## config.mk

```make
export PLATFORM = sky130hd
export DESIGN_NAME = instr_encoder
export DESIGN_NICKNAME = d
export VERILOG_FILES = /design/src/rtl/instr_encoder.sv
export SDC_FILE = /design/constraint.sdc
export NUM_CORES = 1
export LEC_CHECK = 0
export ABC_CLOCK_PERIOD_IN_PS = 12900
export CAP_MARGIN = 0
export CORE_MARGIN = 4
export CORE_UTILIZATION = 50
export CTS_CLUSTER_DIAMETER = 40
export DETAILED_ROUTE_END_ITERATION = 8
export PLACE_DENSITY_LB_ADDON = 0.25
export SLEW_MARGIN = 30
export SYNTH_ARGS = -nofsm -noshare
export SYNTH_HDL_FRONTEND = slang
export SYNTH_SLANG_ARGS = --single-unit
```

## constraint.sdc

```tcl
create_clock -name clk_i -period 12.9 [get_ports clk_i]
set_input_delay 1.935 -clock clk_i [delete_from_list [all_inputs] [get_ports clk_i]]
set_output_delay 1.935 -clock clk_i [all_outputs]
set_load 0.01 [all_outputs]
```

## src/rtl/instr_encoder.sv

```systemverilog
// ---------------------------------------------------------------------------
// instr_encoder
//   Turns mnemonic-level instruction requests into 32-bit MIPS words and
//   streams them into instruction memory at consecutive word addresses.
//   A small FIFO between the encoder and the IM write port absorbs IM
//   backpressure, so the request side only stalls when the FIFO is full.
//
// Ports
//   clk_i, rst_i          clock, synchronous active-high reset
//   start_i, base_addr_i  begin a load at base_addr_i (only honoured when idle)
//   in_valid_i/in_ready_o request handshake; in_last_i marks the final request
//   in_mnem_i             instruction class (0..20 legal, 21..31 illegal)
//   in_rs_i/in_rt_i/in_rd_i/in_shamt_i/in_imm_i/in_target_i  raw fields
//   im_we_o/im_ready_i    IM write handshake
//   im_addr_o, im_wdata_o IM word address and encoded word of the current write
//   busy_o, done_o        load in progress / one-cycle completion pulse
//   err_o                 sticky flag: an illegal request was dropped
//   words_written_o       completed IM transfers since the last start
// ---------------------------------------------------------------------------
module instr_encoder #(
  parameter int ADDR_W     = 10,
  parameter int FIFO_DEPTH = 4
) (
  input  logic              clk_i,
  input  logic              rst_i,
  input  logic              start_i,
  input  logic [ADDR_W-1:0] base_addr_i,
  input  logic              in_valid_i,
  output logic              in_ready_o,
  input  logic              in_last_i,
  input  logic [4:0]        in_mnem_i,
  input  logic [4:0]        in_rs_i,
  input  logic [4:0]        in_rt_i,
  input  logic [4:0]        in_rd_i,
  input  logic [4:0]        in_shamt_i,
  input  logic [15:0]       in_imm_i,
  input  logic [25:0]       in_target_i,
  output logic              im_we_o,
  input  logic              im_ready_i,
  output logic [ADDR_W-1:0] im_addr_o,
  output logic [31:0]       im_wdata_o,
  output logic              busy_o,
  output logic              done_o,
  output logic              err_o,
  output logic [ADDR_W:0]   words_written_o
);

  localparam int PTR_W = $clog2(FIFO_DEPTH);
  localparam logic [PTR_W:0] DEPTH_L = (PTR_W+1)'(FIFO_DEPTH);

  typedef enum logic [1:0] {IDLE, RUN, DRAIN, DONE} state_e;

  state_e            state_q;
  logic              busy_q;
  logic              done_q;
  logic              err_q;
  logic [ADDR_W-1:0] imAddr_q;
  logic [ADDR_W:0]   wordsWritten_q;
  logic [31:0]       fifoMem_q [FIFO_DEPTH];
  logic [PTR_W-1:0]  wrPtr_q;
  logic [PTR_W-1:0]  rdPtr_q;
  logic [PTR_W:0]    count_q;

  logic        fifoFull;
  logic        fifoEmpty;
  logic        accept;
  logic        push;
  logic        pop;
  logic        encLegal;
  logic [31:0] encWord;

  // Full is judged on stored occupancy only; a same-cycle pop does not
  // open a slot for the requester.
  assign fifoFull  = (count_q == DEPTH_L);
  assign fifoEmpty = (count_q == '0);
  assign accept    = in_valid_i && in_ready_o;
  assign push      = accept && encLegal;
  assign pop       = im_we_o && im_ready_i;

  assign in_ready_o      = (state_q == RUN) && !fifoFull;
  assign im_we_o         = !fifoEmpty;
  assign im_addr_o       = imAddr_q;
  assign im_wdata_o      = fifoEmpty ? 32'd0 : fifoMem_q[rdPtr_q];
  assign busy_o          = busy_q;
  assign done_o          = done_q;
  assign err_o           = err_q;
  assign words_written_o = wordsWritten_q;

  // Combinational encoder. Fields that a class does not use are forced to
  // zero so the word matches what the control decoder expects.
  always_comb begin
    encWord  = 32'd0;
    encLegal = 1'b1;
    case (in_mnem_i)
      5'd0:  encWord = {6'b000000, in_rs_i, in_rt_i, in_rd_i, 5'd0, 6'b100001};
      5'd1:  encWord = {6'b000000, in_rs_i, in_rt_i, in_rd_i, 5'd0, 6'b100011};
      5'd2:  encWord = {6'b000000, in_rs_i, in_rt_i, in_rd_i, 5'd0, 6'b100000};
      5'd3:  encWord = {6'b000000, in_rs_i, in_rt_i, in_rd_i, 5'd0, 6'b100010};
      5'd4:  encWord = {6'b000000, in_rs_i, in_rt_i, in_rd_i, 5'd0, 6'b100100};
      5'd5:  encWord = {6'b000000, in_rs_i, in_rt_i, in_rd_i, 5'd0, 6'b100101};
      5'd6:  encWord = {6'b000000, 5'd0, in_rt_i, in_rd_i, in_shamt_i, 6'b000000};
      5'd7:  encWord = {6'b000000, 5'd0, in_rt_i, in_rd_i, in_shamt_i, 6'b000010};
      5'd8:  encWord = {6'b000000, 5'd0, in_rt_i, in_rd_i, in_shamt_i, 6'b000011};
      5'd9:  encWord = {6'b000000, in_rs_i, in_rt_i, in_rd_i, 5'd0, 6'b101010};
      5'd10: encWord = {6'b000000, in_rs_i, 15'd0, 6'b001000};
      5'd11: encWord = {6'b001000, in_rs_i, in_rt_i, in_imm_i};
      5'd12: encWord = {6'b001101, in_rs_i, in_rt_i, in_imm_i};
      5'd13: encWord = {6'b001010, in_rs_i, in_rt_i, in_imm_i};
      5'd14: encWord = {6'b000100, in_rs_i, in_rt_i, in_imm_i};
      5'd15: encWord = {6'b000101, in_rs_i, in_rt_i, in_imm_i};
      5'd16: encWord = {6'b100011, in_rs_i, in_rt_i, in_imm_i};
      5'd17: encWord = {6'b101011, in_rs_i, in_rt_i, in_imm_i};
      5'd18: encWord = {6'b001111, 5'd0, in_rt_i, in_imm_i};
      5'd19: encWord = {6'b000010, in_target_i};
      5'd20: encWord = {6'b000011, in_target_i};
      default: encLegal = 1'b0;
    endcase
  end

  // Control FSM, FIFO and IM address/count registers. The FIFO storage is
  // not reset; only the pointers and occupancy are, which flushes it.
  always_ff @(posedge clk_i) begin
    if (rst_i) begin
      state_q        <= IDLE;
      busy_q         <= 1'b0;
      done_q         <= 1'b0;
      err_q          <= 1'b0;
      imAddr_q       <= '0;
      wordsWritten_q <= '0;
      wrPtr_q        <= '0;
      rdPtr_q        <= '0;
      count_q        <= '0;
    end else begin
      if (pop) begin
        rdPtr_q        <= rdPtr_q + PTR_W'(1);
        imAddr_q       <= imAddr_q + ADDR_W'(1);
        wordsWritten_q <= wordsWritten_q + (ADDR_W+1)'(1);
      end
      if (push) begin
        fifoMem_q[wrPtr_q] <= encWord;
        wrPtr_q            <= wrPtr_q + PTR_W'(1);
      end
      if (push && !pop) begin
        count_q <= count_q + (PTR_W+1)'(1);
      end else if (pop && !push) begin
        count_q <= count_q - (PTR_W+1)'(1);
      end
      // An illegal request still completes its handshake but is dropped.
      if (accept && !encLegal) begin
        err_q <= 1'b1;
      end

      // The FIFO is always empty in IDLE, so the start assignments below
      // never compete with a pop.
      case (state_q)
        IDLE: begin
          if (start_i) begin
            state_q        <= RUN;
            busy_q         <= 1'b1;
            imAddr_q       <= base_addr_i;
            err_q          <= 1'b0;
            wordsWritten_q <= '0;
          end
        end
        RUN: begin
          if (accept && in_last_i) begin
            state_q <= DRAIN;
          end
        end
        DRAIN: begin
          if (fifoEmpty) begin
            state_q <= DONE;
            done_q  <= 1'b1;
          end
        end
        DONE: begin
          state_q <= IDLE;
          busy_q  <= 1'b0;
          done_q  <= 1'b0;
        end
        default: begin
          state_q <= IDLE;
          busy_q  <= 1'b0;
          done_q  <= 1'b0;
        end
      endcase
    end
  end

endmodule

```

### Word-level counts from Yosys, hierarchy flattened

Memories as Yosys holds them, arrays and structs flattened. A register that Yosys moved wholly into a read port is not among the register bits.
Index checks and enable logic that the tools add are counted.

* bits in registers: 33
* bits in latches: 0
* RAM bits: 128
* ROM bits: 0
* input port bits: 83
* word-level logic and storage cells: 93
* memories kept: 1

* add/sub/neg operators: 6
* multiply operators: 0
* divide/modulo/power cells: 0
* $lt $le $gt $ge: 0
* equal/unequal tests: 27
* shifts and indexed selects: 0
* muxes and demuxes: 27
* bitwise operators: 0
* reductions and logical operators: 23

Memory list
* fifoMem_q: words 4, width 32, rd ports 1, clocked after memory_dff 1, wr ports 1, RTL line 59 `logic [31:0] fifoMem_q [FIFO_DEPTH];`

Operator list (count)
* 32-bit case mux with 21 select lines: 1
* 5-bit by 4-bit == test with 1-bit output, second input constant: 8
* 11-bit two-way mux: 3
* 32-bit two-way mux: 1
* 10-bit two-way mux: 3
* 5-bit == test, second input constant: 5
* 21-bit OR reduction: 1
* 5-bit by 3-bit == test with 1-bit output, second input constant: 4
* 11-bit by 1-bit adder with 11-bit output, second input constant: 1
* 10-bit by 1-bit adder with 10-bit output, second input constant: 1
* 5-bit by 2-bit == test with 1-bit output, second input constant: 2
* 2-bit two-way mux: 5
* 1-bit two-way mux: 9
* 1-bit logical AND: 8
* 2-bit case mux with 4 select lines: 1
* 3-bit two-way mux: 2
* 2-bit nonzero test: 3
* 5-bit by 1-bit == test with 1-bit output, second input constant: 1
* 1-bit zero test: 5
* 5-bit zero test: 1
* 2-bit by 1-bit adder with 2-bit output, second input constant: 2
* 2-bit == test, second input constant: 2
* 2-bit inequality test, second input constant: 2
* 1-bit case mux with 2 select lines: 2
* 9 further kinds: 10

### Logic depth before layout (Yosys ltp)

Gate-level depths: netlist (run 1).

* depth in word-level cells: 9
* gate-level depth with buffers: 11

### Least setup slack after synthesis (run 1)

Ideal clock, no wire load.

* path kind: input port to flip-flop
* from: input in_mnem_i[0]
* to: memory fifoMem_q[0][0] (enable)
* setup time: 0.464 ns
* arrival: 4.943 ns
* data required time: 12.436 ns
* path slack: 7.493 ns
* cell stages on the path: 5
* path buffers: 1
* path through: clkbuf_1 -> o21a_1 -> o21ai_0 -> nand3_1 -> nor3b_1

* cells in the longest elaborated chain, start to end: 7

Ends and longest elaborated chain
* start, declared: RTL line 31 `input logic [4:0] in_mnem_i,`
* 5-bit == test (tied with other cells): RTL line 94 `case (in_mnem_i)`
* 21-bit OR reduction (no line) *
* 1-bit two-way mux *: RTL line 94
* 1-bit logical AND *: RTL line 77 `assign push = accept && encLegal;`
* 1-bit two-way mux *: RTL line 139 `if (push) begin`
* 1-bit two-way mux *: RTL line 123 `if (rst_i) begin`
* 1-bit two-way mux (implied by the code) *: RTL line 140 `fifoMem_q[wrPtr_q] <= encWord;`
* end, declared: RTL line 59

Every way passes the cells marked *; elsewhere a longest branch is shown, timed or not.

### Worst setup path in the final report (run 1)

* from: input in_mnem_i[0]
* to: register count_q[2]

* cells in the longest elaborated chain, start to end: 7

Ends and longest elaborated chain
* 5-bit == test (tied with other cells): RTL line 94
* 21-bit OR reduction (no line) *
* 1-bit two-way mux *: RTL line 94
* 1-bit logical AND *: RTL line 77
* via push: RTL line 67 `logic push;`
* 1-bit zero test: RTL line 145 `end else if (pop && !push) begin`
* 1-bit logical AND: RTL line 145
* 2-bit nonzero test (no line)
* end signal, assigned: RTL line 144 `count_q <= count_q + (PTR_W+1)'(1);`
* end signal, assigned: RTL line 146 `count_q <= count_q - (PTR_W+1)'(1);`
* end, declared: RTL line 62 `logic [PTR_W:0] count_q;`

Mark *: on every way through the listed nets, which the timed path passes. The rest lies on a longest branch.
A chain may end at the register's enable or synchronous reset.

==> results of run 1 <==
## power by group
group	total, W	internal (W)	switching (W)
Clock	0.000475	0.000283	0.000192
Combinational	0.000486	0.000252	0.000233
Sequential	0.000613	0.000586	0.0000265
## cells in the final DEF, fill, tap and decap left out, types with 4 or more instances in the layout
master                            Yosys  final
sky130_fd_sc_hd__clkinv_1             0      5
sky130_fd_sc_hd__nand2_1             29     29
sky130_fd_sc_hd__xor2_1              10     10
sky130_fd_sc_hd__and2_1               5      5
sky130_fd_sc_hd__a22o_1               6      6
sky130_fd_sc_hd__mux4_2              31     31
sky130_fd_sc_hd__dfxtp_1             35     34
sky130_fd_sc_hd__nor2b_1             35     35
sky130_fd_sc_hd__xnor2_1             12     12
sky130_fd_sc_hd__nand3_1              6      6
sky130_fd_sc_hd__inv_1               21     21
sky130_fd_sc_hd__nand3b_1             5      5
sky130_fd_sc_hd__nor3_1               8      7
sky130_fd_sc_hd__nor2_1              34     34
sky130_fd_sc_hd__nor3b_1              9      5
sky130_fd_sc_hd__mux2i_1              4      4
sky130_fd_sc_hd__nand4_1              8      8
sky130_fd_sc_hd__a221o_1              6      6
sky130_fd_sc_hd__nor3b_2              0      4
sky130_fd_sc_hd__nand2b_1             7      7
sky130_fd_sc_hd__a222oi_1             5      5
sky130_fd_sc_hd__o21ai_0             23     23
sky130_fd_sc_hd__clkdlybuf4s50_1      0    139
sky130_fd_sc_hd__ha_1                11     11
sky130_fd_sc_hd__buf_4                1      9
sky130_fd_sc_hd__edfxtp_1           124    124
sky130_fd_sc_hd__a211oi_1             8      8
sky130_fd_sc_hd__clkbuf_16            0     17
sky130_fd_sc_hd__a21oi_1             17     16
## how the worst max path moves through the flow
| stage | slack [ps] | end | start |
|---|---|---|---|
| 6_report | 8140 | count_q[2] | in_mnem_i[0] |
| 5_1_grt | 7900 | count_q[2] | in_mnem_i[0] |
| 4_1_cts | 8160 | count_q[2] | in_mnem_i[0] |
| 3_5_place_dp | 7730 | count_q[2] | in_mnem_i[0] |
| 3_3_place_gp | 7870 | count_q[2] | in_mnem_i[1] |
| 2_1_floorplan | 7490 | fifoMem_q[0][0] | in_mnem_i[0] |
## kinds of logic (layout without fill, tap and decap cells)
family / count (synthesis) / count (layout) / synth area share [%]
xor+xnor: 22 / 22 / 2.668
mux: 37 / 37 / 10.53
simple gates: 162 / 162 / 12.18
flops: 159 / 159 / 61.26
buf+inv: 54 / 202 / 3.066
fa+ha+maj: 13 / 13 / 2.322
other cells: 1 / 1 / 0.05193
compound gates: 84 / 84 / 7.918
## critical path: stages
cell	delay, ps
sky130_fd_sc_hd__clkdlybuf4s50_1	880
sky130_fd_sc_hd__o21a_1	400
sky130_fd_sc_hd__o21ai_0	190
sky130_fd_sc_hd__nand3_1	250
sky130_fd_sc_hd__inv_1	200
sky130_fd_sc_hd__ha_1	210
sky130_fd_sc_hd__inv_1	60
sky130_fd_sc_hd__fa_1	370
sky130_fd_sc_hd__xor2_1	180
sky130_fd_sc_hd__or3_1	300
sky130_fd_sc_hd__a21oi_1	140
## state kept, by name (all words and copies together), names as in the netlist, named ones only
register and flops:
count_q 3, err_o 1, rdPtr_q 2, im_addr_o 10
state_q 2, fifoMem_q 124, done_o 1, wrPtr_q 2
busy_o 1, words_written_o 11
## metal layers
| metal | GRT usage (%) | part of all wire [%] |
|---|---|---|
| met5 | 0 | 0 |
| met4 | 6.117 | 1.2 |
| met3 | 5.875 | 7.3 |
| met2 | 33.16 | 49 |
| met1 | 27.11 | 43 |
## per-stage QoR
step	utilization (%)	setup slack (ps)	hold WS (ps)	total power (W)	area, um2
global route	67.05	7903	478.9	0.001654	9379
floorplan	-	7493	469.6	0.0008926	7222
CTS	67.05	8163	464.1	0.001590	9379
global placement	62.89	7872	447.8	0.001105	8797
detailed placement	62.99	7730	455.7	0.001115	8811
finish	67.05	8136	461.3	0.001573	9379
## layout make-up
class                      instances  share of cell area (%)
sequential                       159                   47.19
timing repair buffer             148                   15.55
clock buffer                      17                   4.536
multi-input combinational        319                   27.92
clock inverter                    15                   1.521
tap                              180                   2.401
inverter                          22                  0.8805
==> metrics.log, run 1 <==
[metrics] top cells by instance count after synthesis: sky130_fd_sc_hd__edfxtp_1, sky130_fd_sc_hd__dfxtp_1, sky130_fd_sc_hd__nor2b_1
[metrics] fmax: 0.2099 GHz
[metrics] top_reg_cell synth: sky130_fd_sc_hd__edfxtp_1
[metrics] setup fix buffers added after clock tree synthesis: 0
[metrics] detailed router's first-iteration violation count: 376
[metrics] clock insertion delay at the later pin of the skew report: 420 ps
[metrics] fraction of layout instances using a drive strength above 1: 12.06%
[metrics] kind of capture point of the worst setup path: flop
[metrics] I/O Buffers: 139
[metrics] maximum clock skew at final layout: 10.01 ps
[metrics] Setup violations, final: 0
[metrics] number of fill cells in the layout: 1008
[metrics] routed vias: 4859
[metrics] clock tree from TritonCTS: yes
[metrics] vias in the first global route: 4945
[metrics] number of clock buffers inserted by TritonCTS: 17
[metrics] setup tns final: 0 ps
[metrics] Max Cap Viol: 0
[metrics] Hold Buf Count CTS: 0
[metrics] Min-Delay Startpoint: err_o
[metrics] reg-to-reg slack, setup: 10180 ps
[metrics] PostCTS Resize Cnt: 0
[metrics] Layout Area Growth over Synthesis: 29.87%
[metrics] post-detail-place hpwl: 10660 um
[metrics] end of the worst register-to-register path: count_q[2]
[metrics] Final Hold Viols: 0
[metrics] RSZ-0062 raised after global routing: no
[metrics] count of unique library cells instantiated by Yosys: 56
[metrics] CP arrival: 5110 ps
[metrics] remaining max-slew budget at the tightest pin: 39.71%
[metrics] CTS root buf: sky130_fd_sc_hd__clkbuf_16
[metrics] count of non-filler cells in the finished layout: 860
[metrics] routed length per instance: 19.07 um
[metrics] number of antenna violations at the first check in global routing: 0
[metrics] Max rail drop VDD: 120.0 uV
[metrics] floorplan die area: 16430 um2
[metrics] initial cell density of the core: 51.63%
[metrics] aggregate global routing overflow: 0
[metrics] worst-case clock buffer depth: 2
[metrics] antenna cells: 0
[metrics] cell type with the highest aggregate area in the netlist: sky130_fd_sc_hd__edfxtp_1
[metrics] number of storage elements in the synthesis netlist: 159
[metrics] required time at the endpoint of the critical path: 13250 ps
[metrics] final clock period utilization by the worst path: 36.93%
[metrics] number of warnings issued by yosys: 0
[metrics] outcome: completed
[metrics] total track usage: 20.50%
[metrics] minimum clock period after layout: 4764 ps
[metrics] area taken by flip-flops and latches: 4425 um2
[metrics] die width: 128.2 um
[metrics] number of vias per cell after detailed routing: 5.650
[metrics] end point of the worst hold path: err_o
[metrics] Placed Instances: 828
[metrics] area of the placeable core: 13990 um2
[metrics] cell area after synthesis: 7222 um2
[metrics] DRC: 0
[metrics] leakage power: 3.103 nW
[metrics] EDFF count, synth: 124
[metrics] FF-to-FF Start: state_q[1]
[metrics] Top Ports: 141
[metrics] Tightest Hold Check Type: reg -> reg
[metrics] Final GP Congestion: 0.8118
[metrics] share of Yosys cell area claimed by the top area cell type: 51.56%
[metrics] proportion of synthesized flip-flops having asynchronous set or reset: 0%
[metrics] power density relative to cell area: 167.7 nW/um2
[metrics] multi-input gate area in the final layout: 2619 um2
[metrics] post-route ant nets: 0
[metrics] kind of start point of the critical path: input pin
[metrics] clock edge transition at the registers on the reported setup and hold paths: 60 ps
[metrics] Max H-tree Level: 4
[metrics] maximum fanout along the worst path: 27
[metrics] R2R depth: 11
[metrics] net count after synthesis: 627
[metrics] DRT Wirelength: 16400 um
[metrics] critical path type: in -> reg
[metrics] Clock Sinks: 159
[metrics] leading post-synthesis cells by cell area: sky130_fd_sc_hd__edfxtp_1, sky130_fd_sc_hd__dfxtp_1, sky130_fd_sc_hd__mux4_2
[metrics] max-slew violation count: 0
[metrics] first-pass GRT wire length: 25810 um
[metrics] sequential-to-total area share from yosys stat: 61.26%
[metrics] Avg Synthesized Cell Area: 13.58 um2
[metrics] final-stage net count: 762
[metrics] number of detailed-routing iterations run before antenna repair: 5
[metrics] most used standard cell by instance count after synthesis: sky130_fd_sc_hd__edfxtp_1
[metrics] pin count of the biggest net entering global routing: 32
[metrics] number of cells on the worst hold path: 2
[metrics] transition time of the tightest slew-check pin: 901.6 ps
[metrics] placement row count: 43
[metrics] overall die height: 128.2 um
[metrics] number of instances in the synthesized netlist: 532
No activity file was read; power rests on OpenSTA's default activity.
==> run 2: changes to the inputs <==
--- a/config.mk
+++ b/config.mk
@@ -5,10 +5,10 @@
 export SDC_FILE = /design/constraint.sdc
 export NUM_CORES = 1
 export LEC_CHECK = 0
-export ABC_CLOCK_PERIOD_IN_PS = 12900
+export ABC_CLOCK_PERIOD_IN_PS = 4000
 export CAP_MARGIN = 0
 export CORE_MARGIN = 4
-export CORE_UTILIZATION = 50
+export CORE_UTILIZATION = 47
 export CTS_CLUSTER_DIAMETER = 40
 export DETAILED_ROUTE_END_ITERATION = 8
 export PLACE_DENSITY_LB_ADDON = 0.25
==> constraint.sdc (replaced) <==
create_clock -name clk_i -period 4 [get_ports clk_i]
set_input_delay 0.6 -clock clk_i [delete_from_list [all_inputs] [get_ports clk_i]]
set_output_delay 0.6 -clock clk_i [all_outputs]
set_load 0.01 [all_outputs]
==> run 2 against run 1 <==
  * Final area increased by 2.0%
  * Clock power grew to 3.6 times the previous value
  * Combinational power increased to 3.3 times the previous value
  * Sequential share of layout area decreased by 0.93 points
  * Sequential cell count did not move
  * Clock-buffer cell count is the same
  * Register-to-register slack worse by 8900 ps
  * Sequential power grew to 3.2 times the previous value
  * Via count is 0.54% higher
  * First-iteration DRC count up 1.9%
  * Critical path type is now reg -> out
  * Highest routed layer unchanged
==> metrics.log, run 2 (synthesized netlist as in run 1, its figures left out) <==
[metrics] kind of start point of the critical path: flop
[metrics] total track usage: 19.50%
[metrics] Layout Area Growth over Synthesis: 32.48%
[metrics] commonest cells after routing, fill and taps aside: sky130_fd_sc_hd__clkdlybuf4s50_1, sky130_fd_sc_hd__edfxtp_1, sky130_fd_sc_hd__nor2b_1, sky130_fd_sc_hd__nor2_1, sky130_fd_sc_hd__dfxtp_1
[metrics] slowest cell on the critical path: sky130_fd_sc_hd__mux4_2
[metrics] minimum clock period after layout: 3125 ps
[metrics] remaining max-slew budget at the tightest pin: 35.03%
[metrics] power density relative to cell area: 552.9 nW/um2
[metrics] Hold Buf Count CTS: 0
[metrics] total power: 0.005290 W
[metrics] antenna cells: 0
[metrics] Max Cap Viol: 0
[metrics] Final Hold Viols: 0
[metrics] DRC: 0
[metrics] maximum fanout along the worst path: 31
[metrics] outcome: completed
[metrics] leakage power: 3.186 nW
[metrics] list of cells traversed by the critical path: buf_4 > mux4_2 > nor2b_1 > clkdlybuf4s50_1
[metrics] transition time of the tightest slew-check pin: 955.6 ps
[metrics] clock insertion delay at the later pin of the skew report: 420 ps
[metrics] critical path type: reg -> out
[metrics] CTS root buf: sky130_fd_sc_hd__clkbuf_16
[metrics] cell class contributing the biggest share of worst-path delay: buffers and inverters
[metrics] kind of capture point of the worst setup path: output port
[metrics] R2R depth: 10
[metrics] worst-case clock buffer depth: 2
[metrics] stages on the worst setup path: 4
[metrics] Max H-tree Level: 4
[metrics] Clock Sinks: 159
[metrics] overall die height: 132.0 um
[metrics] most common cell after layout, fill and taps aside: sky130_fd_sc_hd__clkdlybuf4s50_1
[metrics] number of cells on the worst hold path: 2
[metrics] number of detailed-routing iterations run before antenna repair: 5
[metrics] number of clock buffers inserted by TritonCTS: 17
[metrics] post-detail-place hpwl: 11210 um
[metrics] final clock period utilization by the worst path: 78.11%
[metrics] number of antenna violations at the first check in global routing: 0
[metrics] fmax: 0.3200 GHz
[metrics] aggregate global routing overflow: 0
[metrics] setup fix buffers added after clock tree synthesis: 0
[metrics] die width: 132.0 um
[metrics] first-pass GRT wire length: 26410 um
[metrics] routed vias: 4885
[metrics] CP arrival: 2520 ps
[metrics] Final GP Congestion: 0.8659
[metrics] floorplan die area: 17410 um2
[metrics] number of vias per cell after detailed routing: 5.583
[metrics] number of flip-flops under the largest register name: 124
[metrics] clock tree from TritonCTS: yes
[metrics] share of the core filled with cells in the final layout: 63.17%
[metrics] post-route ant nets: 0
[metrics] pin count of the biggest net entering global routing: 32
[metrics] final-stage net count: 769
[metrics] PostCTS Resize Cnt: 0
[metrics] Tightest Hold Check Type: reg -> reg
[metrics] placement row count: 45
[metrics] clock edge transition at the registers on the reported setup and hold paths: 60 ps
[metrics] fraction of layout instances using a drive strength above 1: 13.68%
[metrics] detailed router's first-iteration violation count: 383
[metrics] Crit path buffers/inverters: 2
[metrics] crit-path max cell delay: 610 ps
[metrics] DRT Wirelength: 16700 um
[metrics] Setup violations, final: 0
[metrics] I/O Buffers: 139
[metrics] area of the placeable core: 15150 um2
[metrics] largest reg by FF count: fifoMem_q
[metrics] Top Ports: 141
[metrics] RSZ-0062 raised after global routing: no
[metrics] max-slew violation count: 0
[metrics] vias in the first global route: 4878
[metrics] routed length per instance: 19.09 um
[metrics] required time at the endpoint of the critical path: 3400 ps
[metrics] maximum clock skew at final layout: 8.664 ps
[metrics] initial cell density of the core: 47.68%
[metrics] Max rail drop VDD: 356.7 uV
## run 2: power breakdown
part	total [W]	switching (W)	leakage, nW	internal (W)
clock network	0.00173	0.000626	0.311	0.00110
registers	0.00198	0.0000868	1.42	0.00189
logic	0.00158	0.000752	1.45	0.000831
total	0.00529	0.00146	3.19	0.00383
## run 2: per-stage QoR
step                      hold slack [ps]  area (um2)  setup slack (ps)  std cells  TNS (ps)
after floorplan                     469.6        7222            -72.33        532     -8968
after global placement              447.1        8922             780.9        843         0
after detailed placement            457.8        8926             790.9        843         0
after CTS                           469.3        9568             783.3        875         0
after global routing                487.0        9568             706.8        875         0
final                               461.0        9568             875.5        875         0
## run 2: path summary, 6_finish.rpt
kind / start / slack (ps) / to
max reg2reg: count_q[0] / 1320 / count_q[2]
max: flop / 880 / im_wdata_o[27]
min reg2reg: err_o / 460 / err_o
min: err_o / 460 / err_o
## run 2: per-layer routing
| layer | global-route usage (%) | share of wire (%) |
|---|---|---|
| met1 | 26.13 | 43 |
| met2 | 31.19 | 48 |
| met3 | 4.809 | 6.6 |
| met4 | 7.001 | 1.5 |
| met5 | 0 | 0 |
## run 2: tightest hold or removal path, cell delays in order, from the launching register on
cell and delay (ps):
sky130_fd_sc_hd__dfxtp_1 320, sky130_fd_sc_hd__inv_1 50, sky130_fd_sc_hd__a21oi_1 50
## run 2: cell type report
cell class                      count  area [um2]
Clock inverter                     15       216.5
Multi-Input combinational cell    319        2609
Sequential cell                   159        4425
Fill cell                        1145        5578
Tap cell                          188       235.2
Inverter                           22       82.58
Clock buffer                       17       425.4
Timing Repair Buffer              155        1574
